--- src/rtl/video_timing_detect.sv ---
`timescale 1ns/1ps
// Sync-stream timing detector: recovers active-area pixel position from hsync/vsync/de
// and measures line/frame geometry, reporting lock once consecutive frames agree.
module video_timing_detect #(
  parameter bit HS_POL      = 1'b0,
  parameter bit VS_POL      = 1'b0,
  parameter int LOCK_FRAMES = 2
) (
  input  logic        clk,
  input  logic        rst_pix_n,
  input  logic        hsync,
  input  logic        vsync,
  input  logic        de,
  output logic [9:0]  sx,
  output logic [9:0]  sy,
  output logic        active,
  output logic        frame,
  output logic [11:0] h_total,
  output logic [11:0] h_active,
  output logic [11:0] v_total,
  output logic [11:0] v_active,
  output logic        locked
);

  localparam logic [11:0] SAT     = 12'hFFF;
  localparam logic [7:0]  MC_LAST = 8'(LOCK_FRAMES - 1);

  typedef struct packed {
    logic [11:0] h_tot;
    logic [11:0] h_act;
    logic [11:0] v_tot;
    logic [11:0] v_act;
  } dims_t;

  typedef enum logic [1:0] {ST_SEARCH, ST_MEASURE, ST_LOCK} state_t;

  function automatic logic [11:0] inc_sat(input logic [11:0] v);
    return (v == SAT) ? v : v + 12'd1;
  endfunction

  // Sync inputs are normalised to "at active level" before the two-stage pipe.
  logic hs1, hs2, vs1, vs2, de1, de2;
  logic hs_edge, vs_edge;

  always_ff @(posedge clk or negedge rst_pix_n) begin
    if (!rst_pix_n) begin
      {hs1, hs2, vs1, vs2, de1, de2} <= '0;
    end else begin
      hs1 <= (hsync == HS_POL);
      hs2 <= hs1;
      vs1 <= (vsync == VS_POL);
      vs2 <= vs1;
      de1 <= de;
      de2 <= de1;
    end
  end

  assign hs_edge = hs1 & ~hs2;
  assign vs_edge = vs1 & ~vs2;

  logic [11:0] hcnt, hact, vcnt, vact, vcnt_l, vact_l;
  dims_t       cand, cand_n, stored, stored_n, dims, dims_n;

  // h_act only latches lines that carried video, so blanking lines just
  // before vsync do not zero the active-width candidate.
  always_comb begin
    cand_n = cand;
    vcnt_l = vcnt;
    vact_l = vact;
    if (hs_edge) begin
      cand_n.h_tot = inc_sat(hcnt);
      vcnt_l       = inc_sat(vcnt);
      if (|hact) begin
        cand_n.h_act = hact;
        vact_l       = inc_sat(vact);
      end
    end
    if (vs_edge) begin
      cand_n.v_tot = vcnt_l;
      cand_n.v_act = vact_l;
    end
  end

  always_ff @(posedge clk or negedge rst_pix_n) begin
    if (!rst_pix_n) begin
      hcnt <= '0;
      hact <= '0;
      vcnt <= '0;
      vact <= '0;
      cand <= '0;
    end else begin
      hcnt <= hs_edge ? 12'd0 : inc_sat(hcnt);
      hact <= hs_edge ? 12'd0 : (de1 ? inc_sat(hact) : hact);
      vcnt <= vs_edge ? 12'd0 : vcnt_l;
      vact <= vs_edge ? 12'd0 : vact_l;
      cand <= cand_n;
    end
  end

  state_t     state, state_n;
  logic [7:0] mcnt, mcnt_n;
  logic       wd, cand_nz;

  assign wd      = (hcnt == SAT) || (vcnt == SAT);
  assign cand_nz = (|cand_n.h_tot) && (|cand_n.h_act) && (|cand_n.v_tot) && (|cand_n.v_act);

  always_ff @(posedge clk or negedge rst_pix_n) begin
    if (!rst_pix_n) begin
      state  <= ST_SEARCH;
      mcnt   <= '0;
      stored <= '0;
      dims   <= '0;
    end else begin
      state  <= state_n;
      mcnt   <= mcnt_n;
      stored <= stored_n;
      dims   <= dims_n;
    end
  end

  always_comb begin
    state_n  = state;
    mcnt_n   = mcnt;
    stored_n = stored;
    dims_n   = dims;
    if (wd) begin
      state_n  = ST_SEARCH;
      mcnt_n   = '0;
      stored_n = '0;
    end else if (vs_edge) begin
      case (state)
        ST_SEARCH: begin
          state_n = ST_MEASURE;
          mcnt_n  = '0;
        end
        ST_MEASURE: begin
          if (cand_n == stored && cand_nz) begin
            mcnt_n = mcnt + 8'd1;
            if (mcnt + 8'd1 == MC_LAST) begin
              state_n = ST_LOCK;
              dims_n  = cand_n;
            end
          end else begin
            stored_n = cand_n;
            mcnt_n   = '0;
          end
        end
        ST_LOCK: begin
          if (cand_n != dims) begin
            state_n  = ST_MEASURE;
            stored_n = cand_n;
            mcnt_n   = '0;
          end
        end
        default: state_n = ST_SEARCH;
      endcase
    end
  end

  // Position tracks the de pipe so sx/sy line up with active (de2).
  always_ff @(posedge clk or negedge rst_pix_n) begin
    if (!rst_pix_n) begin
      sx    <= '0;
      sy    <= '0;
      frame <= 1'b0;
    end else begin
      frame <= vs_edge;
      sx    <= (de1 && de2) ? sx + 10'd1 : 10'd0;
      if (vs_edge)
        sy <= '0;
      else if (de2 && !de1)
        sy <= sy + 10'd1;
    end
  end

  assign active   = de2;
  assign locked   = (state == ST_LOCK);
  assign h_total  = dims.h_tot;
  assign h_active = dims.h_act;
  assign v_total  = dims.v_tot;
  assign v_active = dims.v_act;

endmodule

--- config.mk ---
export PLATFORM = sky130hd
export DESIGN_NAME = video_timing_detect
export DESIGN_NICKNAME = d
export VERILOG_FILES = /design/src/rtl/video_timing_detect.sv
export SDC_FILE = /design/constraint.sdc
export NUM_CORES = 1
export LEC_CHECK = 0
export BUFFER_PORTS_ARGS = -buffer_cell sky130_fd_sc_hd__buf_2
export CORE_MARGIN = 4
export CORE_UTILIZATION = 25
export CTS_CLUSTER_SIZE = 10
export DETAILED_ROUTE_END_ITERATION = 6
export SLEW_MARGIN = 5
export SYNTH_ARGS = -nofsm -noshare
export SYNTH_HDL_FRONTEND = slang
export SYNTH_SLANG_ARGS = --single-unit
--- constraint.sdc ---
create_clock -name clk -period 4.4 [get_ports clk]
set_input_delay 0.88 -clock clk [delete_from_list [all_inputs] [get_ports clk]]
set_output_delay 0.88 -clock clk [all_outputs]
set_load 0.005 [all_outputs]
* After elaboration in Yosys (flattened, before gate mapping)
Cells that the tools add are included.
** Operators by class
- Muxes and demuxes :: 34
- Bitwise gates (word level) :: 7
- Reduce and logical (&&, ||, !) cells :: 24
- Eq/ne operators :: 14
- $add $sub $neg :: 7
** Operators by type and width (count)
- 48-bit two-way mux :: 4
- 12-bit two-way mux :: 13
- 48-bit one-hot mux with 2 select lines :: 1
- 12-bit OR reduction :: 5
- 12-bit by 1-bit adder with 12-bit output, second input constant :: 4
- 12-bit == test, second input constant :: 4
- 48-bit == test :: 1
- 24-bit two-way mux :: 2
- 48-bit != test :: 1
- 8-bit two-way mux :: 4
- 10-bit two-way mux :: 3
- 8-bit one-hot mux with 3 select lines :: 1
- 10-bit by 1-bit adder with 10-bit output, second input constant :: 2
- 2-bit two-way mux :: 5
- 3-bit != test, second input constant :: 3
- 8-bit by 1-bit adder with 8-bit output, second input constant :: 1
- 8-bit by 1-bit == test with 1-bit output, second input constant :: 1
- 4-bit AND reduction :: 2
- 1-bit logical AND :: 6
- 2-bit one-hot mux with 3 select lines :: 1
- 2-bit nonzero test :: 3
- 1-bit NOT :: 5
- 5-bit AND reduction :: 1
- 4-bit nonzero test :: 1
- 11 further kinds :: 12
** Word-level totals
- Input bits :: 5
- Output and inout bits :: 71
- Bits in registers :: 229

* Depth between registers and ports, before layout
Gate-level depths: netlist (run 1).
- Word-level depth :: 13
- Gate-level depth with buffers :: 18
- Depth with buffers taken out :: 14

* Least setup slack after synthesis (run 1)
Ideal clock, no wire load.
- Path kind :: flip-flop to flip-flop
- Start point :: register hact[0]
- End point :: register dims (netlist bit h_total[10])
- Path buffers :: 4
- Library setup time :: 0.125 ns
- Path slack :: 0.208 ns
- Arrival :: 4.067 ns
- Cell stages (with the launch flop) :: 18
- Required time :: 4.275 ns
- Cell sequence :: dfrtp_1 > inv_1 > ha_1 > or3b_2 > clkbuf_1 > o31ai_4 > buf_2 > a22oi_1 > xnor2_1 > a2111oi_0 > nand4_1 > nor4_1 > nand4_1 > nor3_1 > nand2_1 > buf_2 > buf_2 > mux2_2
** Between the ends
- Cells in the longest elaborated chain, start to end :: 9
- Elaborated cells between the ends (all ways) :: 14
- Those cells by class :: eq/ne: 1; mux: 5; reduce/logical: 8
** Ends and longest elaborated chain
- start, declared :: line 61 : logic [11:0] hcnt, hact, vcnt, vact, vcnt_l, vact_l;
- start signal, assigned :: line 93 : hact <= hs_edge ? 12'd0 : (de1 ? inc_sat(hact) : hact);
- branches (longest 7 deep; another with 48-bit == test)
- 1-bit logical AND * :: line 137 : if (cand_n == stored && cand_nz) begin
- 5-bit AND reduction (no line) *
- end signal, assigned :: line 117 : dims <= dims_n;
- end, declared :: line 62 : dims_t cand, cand_n, stored, stored_n, dims, dims_n;
Mark *: on every way between the ends.
A chain may end at the register's enable or synchronous reset.

* Worst setup path after layout (run 1)
Ends and elaborated chain as after synthesis.

==> impl_results.html, run 1 <==
<table>
<tr><th>Metric</th><th>Value</th></tr>
<tr><th colspan="2">Critical path</th></tr>
<tr><td>Capturing element type of the critical path</td><td>flip-flop</td></tr>
<tr><td>Cell-by-cell listing of the critical path</td><td>inv_1, ha_1, or3b_2, o31ai_4, buf_4, nor4_1, a211oi_4, buf_4, xor2_1, nand4_1, a2111oi_1, nand4_1, nor3_1, nand2_2, buf_12, mux2_2</td></tr>
<tr><td>Max Fanout on Critical Path</td><td>42</td></tr>
<tr><td>Startpoint of the lowest-slack register-to-register path</td><td>hact[0]</td></tr>
<tr><td>Start-to-end type of the worst setup path</td><td>flip-flop to flip-flop</td></tr>
<tr><td>Critical Path Sink</td><td>h_total[10]</td></tr>
<tr><td>Reg-to-reg endpoint</td><td>h_total[10]</td></tr>
<tr><td>Critical path data arrival time</td><td>between 4000 and 5000 ps</td></tr>
<tr><td>Kind of start point of the critical path</td><td>flip-flop</td></tr>
<tr><td>Largest stage delay, worst path</td><td>560 ps</td></tr>
<tr><td>Required time at the worst-slack endpoint</td><td>4850 ps</td></tr>
<tr><td>Worst Reg-to-Reg Cells</td><td>16</td></tr>
<tr><td>Slack of the worst reg-to-reg path</td><td>150 ps</td></tr>
<tr><td>Cell with the biggest individual delay on the critical path</td><td>sky130_fd_sc_hd__or3b_2</td></tr>
<tr><td>Beginning of the critical path</td><td>hact[0]</td></tr>
<tr><th colspan="2">Routing</th></tr>
<tr><td>Initial DRC Count</td><td>around 1000</td></tr>
<tr><td>Sum of routed wire length over all layers</td><td>42260 um</td></tr>
<tr><td>Via density</td><td>~5.3</td></tr>
<tr><td>Residual DRC count</td><td>0</td></tr>
<tr><td>Average routed wire per standard cell</td><td>20.11 um</td></tr>
<tr><td>Number of detailed-route iterations in the first pass</td><td>5</td></tr>
<tr><td>Antenna Violating Nets Remaining</td><td>0</td></tr>
<tr><td>Total via count in the routed design</td><td>roughly 11000</td></tr>
<tr><th colspan="2">Timing</th></tr>
<tr><td>Sum of negative setup slack</td><td>0 ps</td></tr>
<tr><td>Transition time of the tightest slew-check pin</td><td>between 900 and 1000 ps</td></tr>
<tr><td>Worst hold margin</td><td>387.7 ps</td></tr>
<tr><td>Final count of negative-setup-slack endpoints</td><td>0</td></tr>
<tr><td>Period utilization</td><td>96.66%</td></tr>
<tr><td>Minimum clock period</td><td>4253 ps</td></tr>
<tr><td>Final worst-path setup slack</td><td>146.8 ps</td></tr>
<tr><td>Final Max Tran Viols</td><td>0</td></tr>
<tr><td>Fin. Hold Viols</td><td>0</td></tr>
<tr><td>FMAX</td><td>235.1 MHz</td></tr>
<tr><td>Clk_skew</td><td>25.09 ps</td></tr>
<tr><td>Max-slew headroom at the worst pin</td><td>37.42%</td></tr>
<tr><th colspan="2">Power</th></tr>
<tr><td>Worst voltage drop across the vdd grid</td><td>~0.27 mV</td></tr>
<tr><td>Flop pwr share</td><td>40.7%</td></tr>
<tr><td>PD cells</td><td>396.2 nW/um2</td></tr>
<tr><td>Switching power of the nets</td><td>0.001953 W</td></tr>
<tr><td>Internal portion of total power</td><td>0.004116 W</td></tr>
<tr><td>Lkg Pwr</td><td>7.002 nW</td></tr>
<tr><td>Part of the total power dissipated in combinational logic</td><td>22.8%</td></tr>
<tr><td>Total design power</td><td>0.006069 W</td></tr>
<tr><td>Switching Share</td><td>about 32%</td></tr>
<tr><td>Clock network fraction of design power</td><td>36.5%</td></tr>
<tr><th colspan="2">Global route</th></tr>
<tr><td>Global-route wire length before repair</td><td>65500 um</td></tr>
<tr><td>Initial antenna violation count</td><td>0</td></tr>
<tr><td>Via count of the first global-routing pass</td><td>10730</td></tr>
<tr><td>All-Layer GR Usage</td><td>15.27%</td></tr>
<tr><td>Total grt overflow</td><td>0</td></tr>
<tr><td>Largest net degree at the start of global routing</td><td>116</td></tr>
<tr><th colspan="2">Clock network</th></tr>
<tr><td>Root buffer cell</td><td>sky130_fd_sc_hd__clkbuf_16</td></tr>
<tr><td>CTS Buf Count</td><td>29</td></tr>
<tr><td>CTS Hold Bufs</td><td>0</td></tr>
<tr><td>Clock tree sinks</td><td>229</td></tr>
<tr><td>Number of buffers on the longest clock path</td><td>3</td></tr>
<tr><td>CTS tree</td><td>done</td></tr>
<tr><td>Number of H-tree levels</td><td>1</td></tr>
<tr><td>Clock latency on the worst-skew pair</td><td>approximately 580 ps</td></tr>
<tr><td>Clock-pin slew of the registers on the worst-case setup and hold paths</td><td>60 ps</td></tr>
<tr><th colspan="2">Die</th></tr>
<tr><td>Die H</td><td>233.2 um</td></tr>
<tr><td>Die area</td><td>54400 um2</td></tr>
<tr><td>IO Pins</td><td>76</td></tr>
<tr><td>Placeable core region</td><td>~50000 um2</td></tr>
<tr><td>Std-Cell Rows</td><td>a little over 80</td></tr>
<tr><td>Die span in x</td><td>233.2 um</td></tr>
<tr><td>Initial standard-cell utilization of the core</td><td>25.28%</td></tr>
<tr><th colspan="2">Final layout</th></tr>
<tr><td>Fraction of layout instances using a drive strength above 1</td><td>20.29%</td></tr>
<tr><td>Diodes inserted</td><td>0</td></tr>
<tr><td>Layout overhead on the synthesized area</td><td>20.77%</td></tr>
<tr><td>Most frequent standard cell in the layout excluding fill and tap cells</td><td>sky130_fd_sc_hd__dfrtp_1</td></tr>
<tr><td>Leading cell types in the layout, fill and taps excluded</td><td>sky130_fd_sc_hd__dfrtp_1 (229), sky130_fd_sc_hd__nor2_1 (101), sky130_fd_sc_hd__buf_4 (81)</td></tr>
<tr><td>Total number of nets in the final design</td><td>1427</td></tr>
<tr><th colspan="2">Place</th></tr>
<tr><td>Final Wtd Congestion</td><td>between 0.9 and 1</td></tr>
<tr><td>Number of port buffers</td><td>75</td></tr>
<tr><td>Half-perimeter wire length of the detailed placement result</td><td>31550 um</td></tr>
<tr><td>Post-place setup slack</td><td>146.1 ps</td></tr>
<tr><th colspan="2">Logic synthesis</th></tr>
<tr><td>Average cell area after synthesis</td><td>9.847 um2</td></tr>
<tr><td>Cell area after synthesis</td><td>~13000 um2</td></tr>
<tr><td>Most instantiated flip-flop cell in the synthesis netlist</td><td>sky130_fd_sc_hd__dfrtp_1</td></tr>
<tr><td>Number of enable-type register cells in the synthesized netlist</td><td>0</td></tr>
<tr><td>Share of flip-flops with an asynchronous set or reset after synthesis</td><td>100.0%</td></tr>
<tr><td>Portion of synthesized cell area occupied by the leading cell type</td><td>45.18%</td></tr>
<tr><td>Leading cell types by total area after synthesis</td><td>sky130_fd_sc_hd__dfrtp_1 (45%), sky130_fd_sc_hd__mux2_2 (4.8%), sky130_fd_sc_hd__xor2_1 (4.8%)</td></tr>
<tr><td>Netlist cell types</td><td>82</td></tr>
<tr><td>Post-synthesis cell type with the largest combined area</td><td>sky130_fd_sc_hd__dfrtp_1</td></tr>
<tr><td>Net count after synthesis</td><td>1302</td></tr>
<tr><td>Register area share after synthesis</td><td>45.18%</td></tr>
<tr><td>FF+latch count, synth</td><td>about 230</td></tr>
<tr><td>Gate count of the mapped netlist</td><td>between 1000 and 1500</td></tr>
<tr><td>Yosys Warn Count</td><td>0</td></tr>
<tr><th colspan="2">Run</th></tr>
<tr><td>Max-cap violations</td><td>0</td></tr>
<tr><th colspan="2">Hold path</th></tr>
<tr><td>Class of the tightest hold or removal check</td><td>input port to async pin</td></tr>
<tr><th colspan="2">Outcome</th></tr>
<tr><td>Outcome</td><td>completed</td></tr>
</table>
-- per-stage QoR --
step / area [um2] / cells / util [%]
after global routing: 15320 / 2101 / 30.53
final: 15320 / 2101 / 30.53
after detailed placement: 14370 / 2053 / 28.64
after global placement: 14370 / 2053 / 28.64
after floorplan: 12680 / 1288 / -
after CTS: 15240 / 2100 / 30.39
-- synth_stat cells, drive strengths merged (5+ instances only) --
cell and n:
o31ai 9, o21ai 43, nand2b 17, nor3 37, and4 11, mux2i 14, nor2b 8, and3 25
nand3 48, a31oi 19, xor2 69, o41ai 5, nor4 26, or3 15, o211ai 5, a211oi 22
or4 9, and2 16, buf 27, nand3b 5, a2111oi 8, o21a 6, o22ai 11, xnor2 50
inv 58, dfrtp 229, nor2 101, clkbuf 42, nand2 71, ha 9, nand4 38, a22o 32
a21oi 40, o2bb2ai 26, a311oi 7, mux2 54
-- repair_timing --
action,in CTS,in global routing
setup buffers,0,1
resized for setup,0,15
setup endpoints to repair,0,102
-- metal layers --
| metal | GRT usage, % | wire [um] | up-vias |
|---|---|---|---|
| met5 | 0 | 0 | - |
| met4 | 5.006 | 1487 | 0 |
| met3 | 2.585 | 3002 | 86 |
| met2 | 23.73 | 18870 | 405 |
| met1 | 21.57 | 18900 | 5555 |
| li1 | - | - | 5018 |
-- flip-flops by register name, summed over array words and instances, names as in the netlist, 12 cells and up --
| name | cells |
|---|---|
| stored | 48 |
| v_total | 12 |
| hact | 12 |
| vact | 12 |
| v_active | 12 |
| cand | 48 |
| vcnt | 12 |
| hcnt | 12 |
| h_total | 12 |
| h_active | 12 |
-- cell families (layout without fill, tap and decap cells) --
group	after synthesis	after routing	share of synthesized area [%]
AO/OA/AOI/OAI	291	291	17.01
adder cells (fa/ha/maj)	9	9	0.8879
multiplexers	68	68	5.899
flip-flops	229	229	45.18
buffers and inverters	127	268	4.104
AND/OR/NAND/NOR	445	445	18.70
XOR/XNOR	119	119	8.217
-- power groups by stage --
stage               combinational, W  clock [W]  sequential [W]
floorplan                   0.000818          0         0.00243
CTS                          0.00135    0.00228         0.00246
detailed placement           0.00134          0         0.00250
finish                       0.00138    0.00222         0.00247
global placement             0.00134          0         0.00249
global route                 0.00150    0.00236         0.00249
-- worst min path at each step --
stage | start | to | slack [ps] | depth (start not counted)
finish | rst_pix_n | hact[10] | 390 | 1
global route | de | de1 | 420 | 1
CTS | de | de1 | 400 | 1
detailed placement | sx[0] | sx[0] | 480 | 1
global placement | sx[0] | sx[0] | 470 | 1
floorplan | hs1 | hs2 | 370 | 0
-- layout make-up --
type / count / area, um2
Fill cell: 5178 / 34850
Clock inverter: 4 / 37.54
Inverter: 58 / 217.7
Multi-Input combinational cell: 932 / 6519
Clock buffer: 43 / 838.3
Tap cell: 672 / 840.8
Sequential cell: 229 / 5731
Timing Repair Buffer: 163 / 1134
-- critical path: cells and delay by family (launching register included) --
family	cells	cell delay, ps
fa+ha+maj	1	160
compound gates	3	960
mux	1	300
buf+inv	4	680
xor+xnor	1	150
simple gates	6	1450
flops	1	370
Power figures use the tool's default switching activity.
==> run 2: changes to the inputs <==
--- a/config.mk
+++ b/config.mk
@@ -7,9 +7,10 @@
 export LEC_CHECK = 0
 export BUFFER_PORTS_ARGS = -buffer_cell sky130_fd_sc_hd__buf_2
 export CORE_MARGIN = 4
-export CORE_UTILIZATION = 25
+export CORE_UTILIZATION = 53
 export CTS_CLUSTER_SIZE = 10
 export DETAILED_ROUTE_END_ITERATION = 6
+export PLACE_DENSITY = 0.74
 export SLEW_MARGIN = 5
 export SYNTH_ARGS = -nofsm -noshare
 export SYNTH_HDL_FRONTEND = slang
==> run 2 against run 1 <==
Compared with the run above:
- clock power down 11%
- fmax down 0.99%
- sequential share of layout area up 1.5 points
- sequential power about the same
- utilization up 32 points
- register-to-register slack worse by 40 ps
- setup slack worse by 42 ps
- clock-buffer cell count down 7
- clock skew down 12 ps
- hold slack worse by 11 ps
- routed wire length down 8.9%
- power down 4.8%
==> impl_results.html, run 2 (same netlist as run 1, synthesis figures left out) <==
<table>
<tr><th>Metric</th><th>Value</th></tr>
<tr><th colspan="2">Power</th></tr>
<tr><td>Flop pwr share</td><td>roughly 43%</td></tr>
<tr><td>Switching Share</td><td>31.68%</td></tr>
<tr><td>Internal portion of total power</td><td>0.003947 W</td></tr>
<tr><td>Part of the total power dissipated in combinational logic</td><td>23.1%</td></tr>
<tr><td>Switching power of the nets</td><td>0.001830 W</td></tr>
<tr><td>Lkg Pwr</td><td>6.913 nW</td></tr>
<tr><td>PD cells</td><td>between 300 and 400 nW/um2</td></tr>
<tr><td>Worst voltage drop across the vdd grid</td><td>0.3291 mV</td></tr>
<tr><td>Clock network fraction of design power</td><td>34.1%</td></tr>
<tr><th colspan="2">Timing</th></tr>
<tr><td>Sum of negative setup slack</td><td>0 ps</td></tr>
<tr><td>Max-slew headroom at the worst pin</td><td>40.29%</td></tr>
<tr><td>Clk_skew</td><td>12.76 ps</td></tr>
<tr><td>Minimum clock period</td><td>4296 ps</td></tr>
<tr><td>Final count of negative-setup-slack endpoints</td><td>0</td></tr>
<tr><td>FMAX</td><td>232.8 MHz</td></tr>
<tr><td>Final Max Tran Viols</td><td>0</td></tr>
<tr><td>Worst hold margin</td><td>377.1 ps</td></tr>
<tr><td>Period utilization</td><td>approximately 100%</td></tr>
<tr><td>Fin. Hold Viols</td><td>0</td></tr>
<tr><td>Final worst-path setup slack</td><td>104.4 ps</td></tr>
<tr><td>Transition time of the tightest slew-check pin</td><td>895.6 ps</td></tr>
<tr><th colspan="2">Routing</th></tr>
<tr><td>Number of detailed-route iterations in the first pass</td><td>6</td></tr>
<tr><td>Residual DRC count</td><td>0</td></tr>
<tr><td>Sum of routed wire length over all layers</td><td>38510 um</td></tr>
<tr><td>Initial DRC Count</td><td>1287</td></tr>
<tr><td>Total via count in the routed design</td><td>11240</td></tr>
<tr><td>Via density</td><td>6.484</td></tr>
<tr><td>Average routed wire per standard cell</td><td>22.21 um</td></tr>
<tr><td>Antenna Violating Nets Remaining</td><td>0</td></tr>
<tr><th colspan="2">Critical path</th></tr>
<tr><td>Required time at the worst-slack endpoint</td><td>4850 ps</td></tr>
<tr><td>Start-to-end type of the worst setup path</td><td>flip-flop to flip-flop</td></tr>
<tr><td>Max Fanout on Critical Path</td><td>29</td></tr>
<tr><td>Kind of start point of the critical path</td><td>flip-flop</td></tr>
<tr><td>Critical path data arrival time</td><td>4740 ps</td></tr>
<tr><td>Slack of the worst reg-to-reg path</td><td>100 ps</td></tr>
<tr><td>Reg-to-reg endpoint</td><td>stored[14]</td></tr>
<tr><td>Worst Reg-to-Reg Cells</td><td>13</td></tr>
<tr><td>Capturing element type of the critical path</td><td>flip-flop</td></tr>
<tr><td>Startpoint of the lowest-slack register-to-register path</td><td>hact[5]</td></tr>
<tr><th colspan="2">Clock network</th></tr>
<tr><td>Number of H-tree levels</td><td>1</td></tr>
<tr><td>CTS tree</td><td>done</td></tr>
<tr><td>CTS Hold Bufs</td><td>0</td></tr>
<tr><td>Number of buffers on the longest clock path</td><td>3</td></tr>
<tr><td>CTS Buf Count</td><td>27</td></tr>
<tr><td>Clock-pin slew of the registers on the worst-case setup and hold paths</td><td>60 ps</td></tr>
<tr><td>Root buffer cell</td><td>sky130_fd_sc_hd__clkbuf_16</td></tr>
<tr><td>Clock latency on the worst-skew pair</td><td>540 ps</td></tr>
<tr><td>Clock tree sinks</td><td>approximately 230</td></tr>
<tr><th colspan="2">Run</th></tr>
<tr><td>Max-cap violations</td><td>0</td></tr>
<tr><th colspan="2">Final layout</th></tr>
<tr><td>Total number of nets in the final design</td><td>1420</td></tr>
<tr><td>Most frequent standard cell in the layout excluding fill and tap cells</td><td>sky130_fd_sc_hd__dfrtp_1</td></tr>
<tr><td>Seq. cell area</td><td>5731 um2</td></tr>
<tr><td>Filler Cell Count</td><td>just under 2000</td></tr>
<tr><td>Leading cell types in the layout, fill and taps excluded</td><td>sky130_fd_sc_hd__dfrtp_1 (229), sky130_fd_sc_hd__nor2_1 (101), sky130_fd_sc_hd__buf_4 (75)</td></tr>
<tr><td>Area of the multi-input gates</td><td>6516 um2</td></tr>
<tr><td>Non-Filler Cell Area, Final</td><td>roughly 15000 um2</td></tr>
<tr><td>Layout overhead on the synthesized area</td><td>16.00%</td></tr>
<tr><td>Largest registers</td><td>cand x48, stored x48</td></tr>
<tr><td>Fraction of layout instances using a drive strength above 1</td><td>19.24%</td></tr>
<tr><th colspan="2">Place</th></tr>
<tr><td>Area after DPL</td><td>13890 um2</td></tr>
<tr><td>Number of port buffers</td><td>75</td></tr>
<tr><td>Half-perimeter wire length of the detailed placement result</td><td>27720 um</td></tr>
<tr><td>Post-place setup slack</td><td>39.34 ps</td></tr>
<tr><td>Final Wtd Congestion</td><td>roughly 0.98</td></tr>
<tr><th colspan="2">Die</th></tr>
<tr><td>Initial standard-cell utilization of the core</td><td>a little over half</td></tr>
<tr><td>Placeable core region</td><td>23470 um2</td></tr>
<tr><td>Die span in x</td><td>162.7 um</td></tr>
<tr><td>Die H</td><td>around 160 um</td></tr>
<tr><td>IO Pins</td><td>76</td></tr>
<tr><td>Std-Cell Rows</td><td>56</td></tr>
<tr><td>Die area</td><td>between 20000 and 30000 um2</td></tr>
<tr><th colspan="2">Global route</th></tr>
<tr><td>All-Layer GR Usage</td><td>between 20 and 30%</td></tr>
<tr><td>Initial antenna violation count</td><td>1</td></tr>
<tr><td>Total grt overflow</td><td>0</td></tr>
<tr><td>Via count of the first global-routing pass</td><td>10740</td></tr>
<tr><td>Global-route wire length before repair</td><td>60620 um</td></tr>
<tr><td>Largest net degree at the start of global routing</td><td>110</td></tr>
<tr><th colspan="2">Outcome</th></tr>
<tr><td>Outcome</td><td>completed</td></tr>
<tr><th colspan="2">Hold path</th></tr>
<tr><td>Class of the tightest hold or removal check</td><td>input port to async pin</td></tr>
</table>
[run 2: changes by cell type in the layout (fill, tap and decap cells not counted), moves of 2 or more]
cell,previous run,this run
sky130_fd_sc_hd__buf_4,81,75
sky130_fd_sc_hd__clkbuf_8,6,2
sky130_fd_sc_hd__a2111oi_1,2,0
sky130_fd_sc_hd__clkbuf_16,29,27
sky130_fd_sc_hd__clkinv_2,2,0
[run 2: per-stage QoR]
| step | power [W] | instances | utilization [%] |
|---|---|---|---|
| floorplan | 0.003250 | 1288 | - |
| global placement | 0.003762 | 1694 | 59.20 |
| detailed placement | 0.003778 | 1694 | 59.20 |
| CTS | 0.005741 | 1731 | 62.34 |
| global route | 0.006022 | 1733 | 62.67 |
| finish | 0.005778 | 1734 | 62.68 |
[run 2: area by class of cell]
class	count	share of cell area, %
tap	319	2.713
sequential	229	38.95
inverter	58	1.480
multi-input combinational	932	44.29
clock inverter	1	0.05953
clock buffer	36	4.958
antenna	1	0.01701
timing repair buffer	158	7.535
[run 2: how the worst max path moves through the flow]
stage               startpoint           to  slack, ps  cells after the start
CTS                    hact[9]  v_total[11]         20                     12
detailed placement     hact[9]  v_total[11]         40                     12
global placement           hs1   stored[32]        120                     13
finish                 hact[5]   stored[14]        100                     13
floorplan              hact[0]  h_total[10]        210                     17
global route           hact[5]   stored[26]        -10                     14
[run 2: timing repair]
action                     CTS  global route
hold endpoints to repair     0             0
setup endpoints to repair    0           104
buffers inserted             0             2
resized for setup            0            13
[run 2: power groups by stage]
stage	logic [W]	registers (W)	clock network, W
floorplan	0.000818	0.00243	0
global placement	0.00127	0.00249	0
detailed placement	0.00128	0.00249	0
CTS	0.00129	0.00246	0.00199
global route	0.00145	0.00249	0.00208
finish	0.00134	0.00247	0.00197
[run 2: routing by layer]
metal  part of all wire [%]  GRT usage (%)  vias up
li1                       -              -     5003
met1                     41          40.46     5472
met2                     45          44.17      628
met3                     10          6.252      139
met4                    4.2          10.33        2
met5                  0.029              0        -
[run 2: critical path: stages, from the launching register on]
cell and delay, ps:
sky130_fd_sc_hd__dfrtp_1 440, sky130_fd_sc_hd__or4_1 710, sky130_fd_sc_hd__o31ai_4 400, sky130_fd_sc_hd__buf_4 190, sky130_fd_sc_hd__nor4_1 60, sky130_fd_sc_hd__a211oi_4 280, sky130_fd_sc_hd__xnor2_1 160, sky130_fd_sc_hd__a2111o_1 430
sky130_fd_sc_hd__or4_4 560, sky130_fd_sc_hd__nor3_4 260, sky130_fd_sc_hd__a21oi_2 70, sky130_fd_sc_hd__a21bo_2 270, sky130_fd_sc_hd__buf_12 210, sky130_fd_sc_hd__o2bb2ai_1 150
